File: src/rtl/axlite_wb_master_if.sv
`default_nettype none
// ============================================================================
//  Module      : axlite_wb_master_if
//  Description : Bus bundle for the AXI4-Lite to Wishbone bridge. It carries
//                the AXI4-Lite slave channels and the Wishbone master port.
//                master : the bridge's view (it answers AXI, drives WB)
//                slave  : the environment's view (AXI host + WB slave)
//  Revision    : 1.0  initial release
// ============================================================================
interface axlite_wb_master_if #(
    parameter int ADDR_W = 28,
    parameter int DATA_W = 32
);
    // AXI4-Lite write address / data / response
    logic                  s_axi_awvalid;
    logic                  s_axi_awready;
    logic [ADDR_W-1:0]     s_axi_awaddr;
    logic [2:0]            s_axi_awprot;
    logic                  s_axi_wvalid;
    logic                  s_axi_wready;
    logic [DATA_W-1:0]     s_axi_wdata;
    logic [DATA_W/8-1:0]   s_axi_wstrb;
    logic                  s_axi_bvalid;
    logic                  s_axi_bready;
    logic [1:0]            s_axi_bresp;
    // AXI4-Lite read address / data
    logic                  s_axi_arvalid;
    logic                  s_axi_arready;
    logic [ADDR_W-1:0]     s_axi_araddr;
    logic [2:0]            s_axi_arprot;
    logic                  s_axi_rvalid;
    logic                  s_axi_rready;
    logic [DATA_W-1:0]     s_axi_rdata;
    logic [1:0]            s_axi_rresp;
    // Wishbone pipelined master port
    logic                  o_wb_cyc;
    logic                  o_wb_stb;
    logic                  o_wb_we;
    logic [ADDR_W-3:0]     o_wb_adr;
    logic [DATA_W-1:0]     o_wb_dat;
    logic [DATA_W/8-1:0]   o_wb_sel;
    logic                  i_wb_ack;
    logic                  i_wb_stall;
    logic                  i_wb_err;
    logic [DATA_W-1:0]     i_wb_data;

    modport master (
        input  s_axi_awvalid, s_axi_awaddr, s_axi_awprot,
        output s_axi_awready,
        input  s_axi_wvalid, s_axi_wdata, s_axi_wstrb,
        output s_axi_wready,
        output s_axi_bvalid, s_axi_bresp,
        input  s_axi_bready,
        input  s_axi_arvalid, s_axi_araddr, s_axi_arprot,
        output s_axi_arready,
        output s_axi_rvalid, s_axi_rdata, s_axi_rresp,
        input  s_axi_rready,
        output o_wb_cyc, o_wb_stb, o_wb_we, o_wb_adr, o_wb_dat, o_wb_sel,
        input  i_wb_ack, i_wb_stall, i_wb_err, i_wb_data
    );

    modport slave (
        output s_axi_awvalid, s_axi_awaddr, s_axi_awprot,
        input  s_axi_awready,
        output s_axi_wvalid, s_axi_wdata, s_axi_wstrb,
        input  s_axi_wready,
        input  s_axi_bvalid, s_axi_bresp,
        output s_axi_bready,
        output s_axi_arvalid, s_axi_araddr, s_axi_arprot,
        input  s_axi_arready,
        input  s_axi_rvalid, s_axi_rdata, s_axi_rresp,
        output s_axi_rready,
        input  o_wb_cyc, o_wb_stb, o_wb_we, o_wb_adr, o_wb_dat, o_wb_sel,
        output i_wb_ack, i_wb_stall, i_wb_err, i_wb_data
    );
endinterface
`default_nettype wire

File: src/rtl/axlite_wb_master.sv
`default_nettype none
// ============================================================================
//  Module      : axlite_wb_master
//  Description : AXI4-Lite slave to Wishbone pipelined master bridge with a
//                single transaction in flight. Reads and writes alternate
//                when both are pending; cyc always drops for at least one
//                clock between cycles so a downstream arbiter can re-grant.
//  Revision    : 1.0  initial release
// ============================================================================
module axlite_wb_master #(
    parameter int C_AXI_ADDR_WIDTH = 28,
    parameter int C_AXI_DATA_WIDTH = 32,
    parameter int TIMEOUT          = 0
) (
    input  wire logic           i_clk,
    input  wire logic           i_reset,
    axlite_wb_master_if.master  bus
);
    localparam int          AW       = C_AXI_ADDR_WIDTH;
    localparam int          DW       = C_AXI_DATA_WIDTH;
    localparam int          SW       = DW / 8;
    localparam logic [1:0]  C_OKAY   = 2'b00;
    localparam logic [1:0]  C_SLVERR = 2'b10;

    typedef enum logic [1:0] {
        S_IDLE = 2'd0,
        S_STB  = 2'd1,
        S_ACK  = 2'd2,
        S_RESP = 2'd3
    } state_t;

    state_t          r_state;
    state_t          w_state_next;

    logic [AW-3:0]   r_adr;
    logic [DW-1:0]   r_dat;
    logic [SW-1:0]   r_sel;
    logic            r_we;
    logic            r_is_rd;
    logic            r_last_rd;
    logic [1:0]      r_resp;
    logic [DW-1:0]   r_rdata;

    logic            w_idle;
    logic            w_busy;
    logic            w_wr_req;
    logic            w_rd_req;
    logic            w_acc_wr;
    logic            w_acc_rd;
    logic            w_accept;
    logic            w_term;
    logic            w_timeout;
    logic            w_resp_taken;

    // Protection bits and the byte offset within a word carry no meaning here
    logic            w_unused;
    assign w_unused = ^{bus.s_axi_awprot, bus.s_axi_arprot,
                        bus.s_axi_awaddr[1:0], bus.s_axi_araddr[1:0]};

    assign w_idle   = (r_state == S_IDLE);
    assign w_busy   = (r_state == S_STB) || (r_state == S_ACK);
    assign w_wr_req = bus.s_axi_awvalid && bus.s_axi_wvalid;
    assign w_rd_req = bus.s_axi_arvalid;
    // With both pending, the direction not served last time wins
    assign w_acc_wr = w_idle && w_wr_req && (!w_rd_req || r_last_rd);
    assign w_acc_rd = w_idle && w_rd_req && !(w_wr_req && r_last_rd);
    assign w_accept = w_acc_wr || w_acc_rd;
    // Ack and err both terminate a cycle; err takes precedence in the datapath
    assign w_term   = w_busy && (bus.i_wb_ack || bus.i_wb_err);
    assign w_resp_taken = r_is_rd ? bus.s_axi_rready : bus.s_axi_bready;

    // Watchdog counting clocks with cyc high; absent when TIMEOUT is zero
    generate
        if (TIMEOUT > 0) begin : g_timeout
            localparam int TW = $clog2(TIMEOUT + 1);
            logic [TW-1:0] r_count;

            // Clear on accept, count every clock the cycle is open
            always_ff @(posedge i_clk) begin
                if (i_reset || w_accept) begin
                    r_count <= '0;
                end else if (w_busy) begin
                    r_count <= r_count + 1'b1;
                end
            end

            assign w_timeout = w_busy && (r_count == TW'(TIMEOUT - 1));
        end else begin : g_no_timeout
            assign w_timeout = 1'b0;
        end
    endgenerate

    // State register
    always_ff @(posedge i_clk) begin
        if (i_reset) begin
            r_state <= S_IDLE;
        end else begin
            r_state <= w_state_next;
        end
    end

    // Next-state decode
    always_comb begin
        w_state_next = r_state;
        case (r_state)
            S_IDLE: begin
                if (w_accept) begin
                    w_state_next = S_STB;
                end
            end
            S_STB: begin
                if (w_term || w_timeout) begin
                    w_state_next = S_RESP;
                end else if (!bus.i_wb_stall) begin
                    w_state_next = S_ACK;
                end
            end
            S_ACK: begin
                if (w_term || w_timeout) begin
                    w_state_next = S_RESP;
                end
            end
            S_RESP: begin
                if (w_resp_taken) begin
                    w_state_next = S_IDLE;
                end
            end
            default: w_state_next = S_IDLE;
        endcase
    end

    // Request capture on accept and response capture on cycle termination
    always_ff @(posedge i_clk) begin
        if (i_reset) begin
            r_adr     <= '0;
            r_dat     <= '0;
            r_sel     <= '0;
            r_we      <= 1'b0;
            r_is_rd   <= 1'b0;
            r_last_rd <= 1'b1;
            r_resp    <= C_OKAY;
            r_rdata   <= '0;
        end else begin
            if (w_accept) begin
                r_we      <= w_acc_wr;
                r_is_rd   <= w_acc_rd;
                r_last_rd <= w_acc_rd;
                if (w_acc_wr) begin
                    r_adr <= bus.s_axi_awaddr[AW-1:2];
                    r_dat <= bus.s_axi_wdata;
                    r_sel <= bus.s_axi_wstrb;
                end else begin
                    r_adr <= bus.s_axi_araddr[AW-1:2];
                    r_sel <= '1;
                end
            end
            if (w_term) begin
                r_resp <= bus.i_wb_err ? C_SLVERR : C_OKAY;
                if (r_is_rd) begin
                    r_rdata <= (bus.i_wb_ack && !bus.i_wb_err) ? bus.i_wb_data : '0;
                end
            end else if (w_timeout) begin
                r_resp <= C_SLVERR;
                if (r_is_rd) begin
                    r_rdata <= '0;
                end
            end
        end
    end

    assign bus.s_axi_awready = w_acc_wr;
    assign bus.s_axi_wready  = w_acc_wr;
    assign bus.s_axi_arready = w_acc_rd;
    assign bus.s_axi_bvalid  = (r_state == S_RESP) && !r_is_rd;
    assign bus.s_axi_bresp   = r_resp;
    assign bus.s_axi_rvalid  = (r_state == S_RESP) && r_is_rd;
    assign bus.s_axi_rresp   = r_resp;
    assign bus.s_axi_rdata   = r_rdata;

    assign bus.o_wb_cyc = w_busy;
    assign bus.o_wb_stb = (r_state == S_STB);
    assign bus.o_wb_we  = r_we;
    assign bus.o_wb_adr = r_adr;
    assign bus.o_wb_dat = r_dat;
    assign bus.o_wb_sel = r_sel;
endmodule
`default_nettype wire

File: src/flat_wrapper.sv
// flat-port wrapper written by rule: the top's interface ports become plain ports
module axlite_wb_master_flat 
#(
    parameter int C_AXI_ADDR_WIDTH = 28,
    parameter int C_AXI_DATA_WIDTH = 32,
    parameter int TIMEOUT          = 0
)
  (i_clk, i_reset, bus_s_axi_awvalid, bus_s_axi_awaddr, bus_s_axi_awprot, bus_s_axi_awready, bus_s_axi_wvalid, bus_s_axi_wdata, bus_s_axi_wstrb, bus_s_axi_wready, bus_s_axi_bvalid, bus_s_axi_bresp, bus_s_axi_bready, bus_s_axi_arvalid, bus_s_axi_araddr, bus_s_axi_arprot, bus_s_axi_arready, bus_s_axi_rvalid, bus_s_axi_rdata, bus_s_axi_rresp, bus_s_axi_rready, bus_o_wb_cyc, bus_o_wb_stb, bus_o_wb_we, bus_o_wb_adr, bus_o_wb_dat, bus_o_wb_sel, bus_i_wb_ack, bus_i_wb_stall, bus_i_wb_err, bus_i_wb_data);
  axlite_wb_master_if #(.ADDR_W((28)), .DATA_W((32))) bus_i ();
  input  wire logic i_clk;
  input  wire logic i_reset;
  input wire logic [$bits(bus_i.s_axi_awvalid)-1:0] bus_s_axi_awvalid;
  input wire logic [$bits(bus_i.s_axi_awaddr)-1:0] bus_s_axi_awaddr;
  input wire logic [$bits(bus_i.s_axi_awprot)-1:0] bus_s_axi_awprot;
  output wire logic [$bits(bus_i.s_axi_awready)-1:0] bus_s_axi_awready;
  input wire logic [$bits(bus_i.s_axi_wvalid)-1:0] bus_s_axi_wvalid;
  input wire logic [$bits(bus_i.s_axi_wdata)-1:0] bus_s_axi_wdata;
  input wire logic [$bits(bus_i.s_axi_wstrb)-1:0] bus_s_axi_wstrb;
  output wire logic [$bits(bus_i.s_axi_wready)-1:0] bus_s_axi_wready;
  output wire logic [$bits(bus_i.s_axi_bvalid)-1:0] bus_s_axi_bvalid;
  output wire logic [$bits(bus_i.s_axi_bresp)-1:0] bus_s_axi_bresp;
  input wire logic [$bits(bus_i.s_axi_bready)-1:0] bus_s_axi_bready;
  input wire logic [$bits(bus_i.s_axi_arvalid)-1:0] bus_s_axi_arvalid;
  input wire logic [$bits(bus_i.s_axi_araddr)-1:0] bus_s_axi_araddr;
  input wire logic [$bits(bus_i.s_axi_arprot)-1:0] bus_s_axi_arprot;
  output wire logic [$bits(bus_i.s_axi_arready)-1:0] bus_s_axi_arready;
  output wire logic [$bits(bus_i.s_axi_rvalid)-1:0] bus_s_axi_rvalid;
  output wire logic [$bits(bus_i.s_axi_rdata)-1:0] bus_s_axi_rdata;
  output wire logic [$bits(bus_i.s_axi_rresp)-1:0] bus_s_axi_rresp;
  input wire logic [$bits(bus_i.s_axi_rready)-1:0] bus_s_axi_rready;
  output wire logic [$bits(bus_i.o_wb_cyc)-1:0] bus_o_wb_cyc;
  output wire logic [$bits(bus_i.o_wb_stb)-1:0] bus_o_wb_stb;
  output wire logic [$bits(bus_i.o_wb_we)-1:0] bus_o_wb_we;
  output wire logic [$bits(bus_i.o_wb_adr)-1:0] bus_o_wb_adr;
  output wire logic [$bits(bus_i.o_wb_dat)-1:0] bus_o_wb_dat;
  output wire logic [$bits(bus_i.o_wb_sel)-1:0] bus_o_wb_sel;
  input wire logic [$bits(bus_i.i_wb_ack)-1:0] bus_i_wb_ack;
  input wire logic [$bits(bus_i.i_wb_stall)-1:0] bus_i_wb_stall;
  input wire logic [$bits(bus_i.i_wb_err)-1:0] bus_i_wb_err;
  input wire logic [$bits(bus_i.i_wb_data)-1:0] bus_i_wb_data;
  assign bus_i.s_axi_awvalid = bus_s_axi_awvalid;
  assign bus_i.s_axi_awaddr = bus_s_axi_awaddr;
  assign bus_i.s_axi_awprot = bus_s_axi_awprot;
  assign bus_s_axi_awready = bus_i.s_axi_awready;
  assign bus_i.s_axi_wvalid = bus_s_axi_wvalid;
  assign bus_i.s_axi_wdata = bus_s_axi_wdata;
  assign bus_i.s_axi_wstrb = bus_s_axi_wstrb;
  assign bus_s_axi_wready = bus_i.s_axi_wready;
  assign bus_s_axi_bvalid = bus_i.s_axi_bvalid;
  assign bus_s_axi_bresp = bus_i.s_axi_bresp;
  assign bus_i.s_axi_bready = bus_s_axi_bready;
  assign bus_i.s_axi_arvalid = bus_s_axi_arvalid;
  assign bus_i.s_axi_araddr = bus_s_axi_araddr;
  assign bus_i.s_axi_arprot = bus_s_axi_arprot;
  assign bus_s_axi_arready = bus_i.s_axi_arready;
  assign bus_s_axi_rvalid = bus_i.s_axi_rvalid;
  assign bus_s_axi_rdata = bus_i.s_axi_rdata;
  assign bus_s_axi_rresp = bus_i.s_axi_rresp;
  assign bus_i.s_axi_rready = bus_s_axi_rready;
  assign bus_o_wb_cyc = bus_i.o_wb_cyc;
  assign bus_o_wb_stb = bus_i.o_wb_stb;
  assign bus_o_wb_we = bus_i.o_wb_we;
  assign bus_o_wb_adr = bus_i.o_wb_adr;
  assign bus_o_wb_dat = bus_i.o_wb_dat;
  assign bus_o_wb_sel = bus_i.o_wb_sel;
  assign bus_i.i_wb_ack = bus_i_wb_ack;
  assign bus_i.i_wb_stall = bus_i_wb_stall;
  assign bus_i.i_wb_err = bus_i_wb_err;
  assign bus_i.i_wb_data = bus_i_wb_data;
  axlite_wb_master #(.C_AXI_ADDR_WIDTH(C_AXI_ADDR_WIDTH), .C_AXI_DATA_WIDTH(C_AXI_DATA_WIDTH), .TIMEOUT(TIMEOUT)) u_core (.i_clk(i_clk), .i_reset(i_reset), .bus(bus_i));
endmodule
File: config.mk
export PLATFORM = sky130hd
export DESIGN_NAME = axlite_wb_master_flat
export DESIGN_NICKNAME = d
export VERILOG_FILES = /design/src/rtl/axlite_wb_master_if.sv /design/src/rtl/axlite_wb_master.sv /design/src/flat_wrapper.sv
export SDC_FILE = /design/constraint.sdc
export NUM_CORES = 1
export LEC_CHECK = 0
export BUFFER_PORTS_ARGS = -buffer_cell sky130_fd_sc_hd__buf_2
export CAP_MARGIN = 20
export CORE_UTILIZATION = 35
export CTS_CLUSTER_SIZE = 10
export DETAILED_ROUTE_END_ITERATION = 7
export GPL_TIMING_DRIVEN = 0
export PLACE_DENSITY = 0.67
export SYNTH_ARGS = -nofsm -noshare
export SYNTH_HDL_FRONTEND = slang
export SYNTH_SLANG_ARGS = --single-unit
File: constraint.sdc
create_clock -name i_clk -period 2.95 [get_ports i_clk]
set_input_delay 0.1475 -clock i_clk [delete_from_list [all_inputs] [get_ports i_clk]]
set_output_delay 0.1475 -clock i_clk [all_outputs]
set_load 0.005 [all_outputs]
# ---- Word level (Yosys, flattened, before mapping)
# Index checks and enable logic that the tools add are counted.
dict set report classes {
  shifts 0
  addsub 0
  muxes 11
  div 0
  n_bitwise 0
  n_reduce_logical 22
  n_eq_ne 7
  magnitude_cmp 0
  mul 0
}
# cell count
set ops {}
lappend ops {{$mux W32} 1}
lappend ops {{$mux W26} 1}
lappend ops {{$mux W2} 6}
lappend ops {{$logic_and A1 B1 Y1} 10}
lappend ops {{$pmux W2 S4} 1}
lappend ops {{$eq A2 B2 Y1 const B} 2}
lappend ops {{$logic_not A1 Y1} 4}
lappend ops {{$logic_or A1 B1 Y1} 4}
lappend ops {{$mux W4} 1}
lappend ops {{$ne A2 B1 Y1 const B} 2}
lappend ops {{$reduce_and A2 Y1} 2}
lappend ops {{$reduce_and A4 Y1} 1}
lappend ops {{$ne A3 B2 Y1 const B} 1}
lappend ops {{$eq A2 B1 Y1 const B} 1}
lappend ops {{$logic_not A2 Y1} 1}
lappend ops {{$ne A2 B2 Y1 const B} 1}
lappend ops {{$mux W1} 1}
dict set report totals {
  n_memories 0
  ff_bits 101
  inputBits 140
  out_inout_bits 106
  ramBits 0
  latchBits 0
  word_cells 49
  romBits 0
}

# ---- Depth between registers and ports, before layout
dict set report depth {
  depth_word 7
  ltp_mapped 8
  mapped_depth_nobuf 6
}

# ---- Least setup slack after synthesis
# Ideal clock, no wire load.
dict set report synth_path {
  path_type {flip-flop to flip-flop}
  from {reg u_core.r_state[0]}
  to {reg u_core.r_rdata[10], in the netlist u_core.bus.s_axi_rdata[10]}
  path_buffers 2
  path_stages_with_launch 9
  arrival_time_ns 1.511
  required_time_ns 2.818
  path_slack_ns 1.307
  path_cell_list {dfxtp_1 inv_1 ha_1 o21a_1 and2_1 buf_2 buf_4 nand3_1 a21oi_1}
}
dict set report synth_between {
  elab_chain_cells 4
  elab_cells_between_ends 5
}
# item line
set synth_lines {}
lappend synth_lines {{from (decl)} axlite_wb_master.sv:32} ;# state_t r_state;
lappend synth_lines {{from (signal assigned)} axlite_wb_master.sv:98} ;# r_state <= w_state_next;
lappend synth_lines {{$eq A2 B1 Y1 or $eq A2 B2 Y1 (tied branches)} axlite_wb_master.sv:61} ;# assign w_busy = (r_state == S_STB) || (r_state == S_ACK);
lappend synth_lines {{$logic_or A1 B1 Y1 (*)} axlite_wb_master.sv:61}
lappend synth_lines {{via bus_o_wb_cyc} flat_wrapper.sv:31} ;# output wire logic [$bits(bus_i.o_wb_cyc)-1:0] bus_o_wb_cyc;
lappend synth_lines {{$logic_and A1 B1 Y1 (*)} axlite_wb_master.sv:69} ;# assign w_term = w_busy && (bus.i_wb_ack || bus.i_wb_err);
lappend synth_lines {{$reduce_and A2 Y1 (no source line) (*)} --}
lappend synth_lines {{to (signal assigned)} axlite_wb_master.sv:160} ;# r_rdata <= (bus.i_wb_ack && !bus.i_wb_err) ? bus.i_wb_data : '0;
lappend synth_lines {{to (decl)} axlite_wb_master.sv:42} ;# logic [DW-1:0] r_rdata;
# The timed path passes the listed nets; every way through them passes the cells marked *.
# A chain may end at the register's enable or synchronous reset.

# ---- Final worst setup path
dict set report layout_path {
  from {reg u_core.r_state[0]}
  to {reg u_core.r_rdata[21], in the netlist u_core.bus.s_axi_rdata[21]}
}
dict set report layout_between {
  elab_chain_cells 4
  elab_cells_between_ends 5
}
# item line
set layout_lines {}
lappend layout_lines {{$eq A2 B1 Y1 or $eq A2 B2 Y1 (tied branches)} axlite_wb_master.sv:61}
lappend layout_lines {{$logic_or A1 B1 Y1 (*)} axlite_wb_master.sv:61}
lappend layout_lines {{$logic_and A1 B1 Y1 (*)} axlite_wb_master.sv:69}
lappend layout_lines {{$reduce_and A2 Y1 (no source line) (*)} --}
# Every way passes the cells marked *; elsewhere a longest branch is shown, timed or not.

==> metrics.csv <==
stage,metric,value,unit
status,status,"finished, final reports clean",
sta,clock skew,0.006043,ns
job,number of max-cap violations,0,
power,Clk pwr share,0.298,
clock_network,clock slew at reported path FFs,0.07,ns
power,leakage power figure,2.651,nW
synthesis,most instantiated library cell after synthesis,dfxtp_1,
synthesis,Synth Instances,462,
synthesis,YS warnings,0,
critical_path,CP Class,reg -> reg,
finish,antenna cell count,0,
clock_network,H-tree depth,3,
critical_path,crit path DAT,2.25,ns
synthesis,"Avg Cell Area, Syn",8.845,um^2
sta,Fin Setup TNS,0,ns
sta,Max-slew headroom,0.5691,
route,DR pass1 iterations,4,
critical_path,Setup crit end,u_core.bus.s_axi_rdata[21],
clock_network,CTS tree,built,
power,Power Internal,2.722,mW
critical_path,CP max-delay cell,dfxtp_1,
floorplanning,DIE WIDTH,110.1,um
critical_path,R2R depth,7,
sta,final setup vio count,0,
power,Comb pwr share,0.281,
finish,fin nets,851,
global_route,GRT Overall Usage,0.1909,
critical_path,crit end category,flop,
placed_design,half-perimeter wire length after placement,9.294,mm
global_route,vias in the first global route,3765,
route,DRT iter0 DRCs,140,
finish,layout cell share with drive strength beyond 1,0.4248,
clock_network,CTS Hold Bufs,0,
synthesis,post-synth top area share,0.4899,
critical_path,R2R Setup Slk,0.98,ns
sta,FMAX,506.7,MHz
critical_path,r2r startpoint,u_core.r_state[0],
global_route,remaining global-route overflow,0,
critical_path,Critical Path Start,u_core.r_state[0],
sta,post-layout min period,1.973,ns
placed_design,IO Port Bufs,232,
finish,design area,5722,um^2
clock_network,clk sinks,100,
critical_path,Critical Path Max Stage Delay,0.39,ns
power,PD cells,686.1,nW/um^2
synthesis,Mapped Area,4086,um^2
power,VDD IR max,0.3954,mV
synthesis,most common flop cell mapped by yosys,dfxtp_1,
synthesis,"EDFF count, synth",0,
clock_network,post-CTS resize count,0,
floorplanning,Die ar.,12110,um^2
critical_path,CP dominant cell by count,nand2_1,
power,total chip power,3.926,mW
critical_path,CP max FO,10,
floorplanning,Row Count,39,
global_route,largest net degree at the start of global routing,17,
global_route,initial antenna violation count,0,
floorplanning,Starting Density,0.3579,
synthesis,Seq cells post-synth,100,
synthesis,Yosys cell types,31,
synthesis,post-synthesis sequential area ratio,0.4899,
floorplanning,Ports,246,
power,Sw Pwr,1.203,mW
clock_network,cts bufs inserted,9,
placed_design,routability cong.,0.7183,
synthesis,Post-synth ARST share,0,
critical_path,Worst R2R End,u_core.bus.s_axi_rdata[21],
route,vias per cell,4.733,
clock_network,Max Root-Sink Buffers,2,
route,DRC violations left,0,
route,Post-DRT Antenna Nets,0,
placed_design,dpl cell area,5430,um^2
power,Sequential Power Share,0.421,
sta,final worst path period share,0.6690,
clock_network,clk_lat worst skew,0.34,ns
critical_path,Setup crit start kind,flop,
sta,Fin Hold WS,0.03781,ns
sta,RSZ-0062 raised after global routing,false,
critical_path,"Req. time, crit path",3.23,ns
sta,Least-Margin Pin Slew,0.6464,ns
global_route,first-pass GRT wire length,17.73,mm
sta,final hold vios,0,
worst_hold_path,worst min path class,in -> reg,
synthesis,Commonest cells post-synth,"100 x dfxtp_1, 99 x nand2_1, 67 x a21oi_1",
clock_network,total setup buffers inserted after CTS,0,
route,Vias,4042,
synthesis,Synth area leader,dfxtp_1,
floorplanning,Die Y,110.1,um
route,Routed Wire Length,11.97,mm
sta,Max Slew Vio Count,0,
floorplanning,Core Area,11420,um^2
finish,P&R area growth vs syn,40.02,%
clock_network,clk root buf,clkbuf_16,
critical_path,crit-path cells,"inv_1, ha_1, o21a_1, nand2_1, buf_1, nand2_1, a21oi_1",
route,Routed WL per cell,14.02,um
synthesis,Area contributors post-synth,"dfxtp_1 49%, nand2_1 9.1%, a21oi_1 8.2%, a211oi_2 8.0%, mux2i_1 6.6%",
power,Switching Share,0.3065,
-- critical path: cells and delay by family, from the launching register on --
family / cells / cell delay (ns)
compound gates: 2 / 0.31
fa+ha+maj: 1 / 0.39
buf+inv: 2 / 0.50
flops: 1 / 0.39
simple gates: 2 / 0.31
-- per-stage QoR --
stage | instances | util | setup WS (ns)
after floorplan | 463 | - | 1.307
after global placement | 838 | 0.4756 | 1.062
after detailed placement | 838 | 0.4756 | 0.9501
after CTS | 854 | 0.5011 | 0.9500
after global routing | 854 | 0.5011 | 0.7161
final | 854 | 0.5011 | 0.9765
-- layout by cell type, fill, tap and decap left out, types with 9 or more instances in the layout --
master,synthesis,routed
dfxtp_1,100,100
nor2_1,34,34
nand2_1,99,99
buf_2,11,243
mux2i_1,27,27
a211oi_2,26,26
clkbuf_16,0,9
nand3_1,33,33
clkbuf_1,15,15
buf_4,12,12
a21oi_1,67,67
-- sequential cells by signal (all words and copies together) (netlist names) --
signal	flops
u_core.bus.o_wb_dat	32
u_core.bus.s_axi_rdata	32
u_core.bus.o_wb_adr	26
u_core.bus.o_wb_sel	4
u_core.r_state	2
u_core.bus.o_wb_we	1
u_core.bus.s_axi_bresp	1
u_core.r_is_rd	1
u_core.r_last_rd	1
-- routing by layer --
layer  GRT usage  share of wire
met2      0.3438           0.49
met3     0.05526          0.085
met5           0              0
met4     0.07714          0.017
met1      0.2093           0.41
-- cell families after synthesis --
family | Yosys count | share of synthesized area
buffers and inverters | 46 | 0.06032
multiplexers | 27 | 0.06614
AO/OA/AOI/OAI | 109 | 0.1917
AND/OR/NAND/NOR | 174 | 0.1758
adder cells (fa/ha/maj) | 5 | 0.01531
flip-flops | 100 | 0.4899
other | 1 | 0.0009177
-- how the worst min path moves through the flow --
stage                         from                      end  slack [ns]  cells past startpoint
2_1_floorplan   bus_s_axi_wdata[0]   u_core.bus.o_wb_dat[0]        0.28                      2
3_3_place_gp    bus_s_axi_wdata[8]   u_core.bus.o_wb_dat[8]        0.39                      3
3_5_place_dp   bus_s_axi_wdata[22]  u_core.bus.o_wb_dat[22]        0.40                      3
4_1_cts        bus_s_axi_wdata[20]  u_core.bus.o_wb_dat[20]        0.02                      3
5_1_grt         bus_s_axi_wdata[6]   u_core.bus.o_wb_dat[6]        0.03                      3
6_report       bus_s_axi_wdata[17]  u_core.bus.o_wb_dat[17]        0.04                      3
-- power by group through the flow --
| stage | logic [mW] | registers (mW) | clock network, mW |
|---|---|---|---|
| after floorplan | 0.655 | 1.69 | 0 |
| after detailed placement | 1.12 | 1.69 | 0 |
| final | 1.10 | 1.65 | 1.17 |
| after global placement | 1.09 | 1.67 | 0 |
| after CTS | 1.12 | 1.66 | 1.21 |
| after global routing | 1.24 | 1.68 | 1.25 |
-- final cells by class --
cell class	instances	area [um^2]
plain buffers	42	231.5
fillers	1110	5697
repair buffers	232	1161
inverters	4	15.01
clock inverters	7	66.31
clock buffers	9	225.2
flip-flops and latches	100	2002
multi-input cells	317	1842
well taps	143	178.9
(Power assumes the default switching activity.)
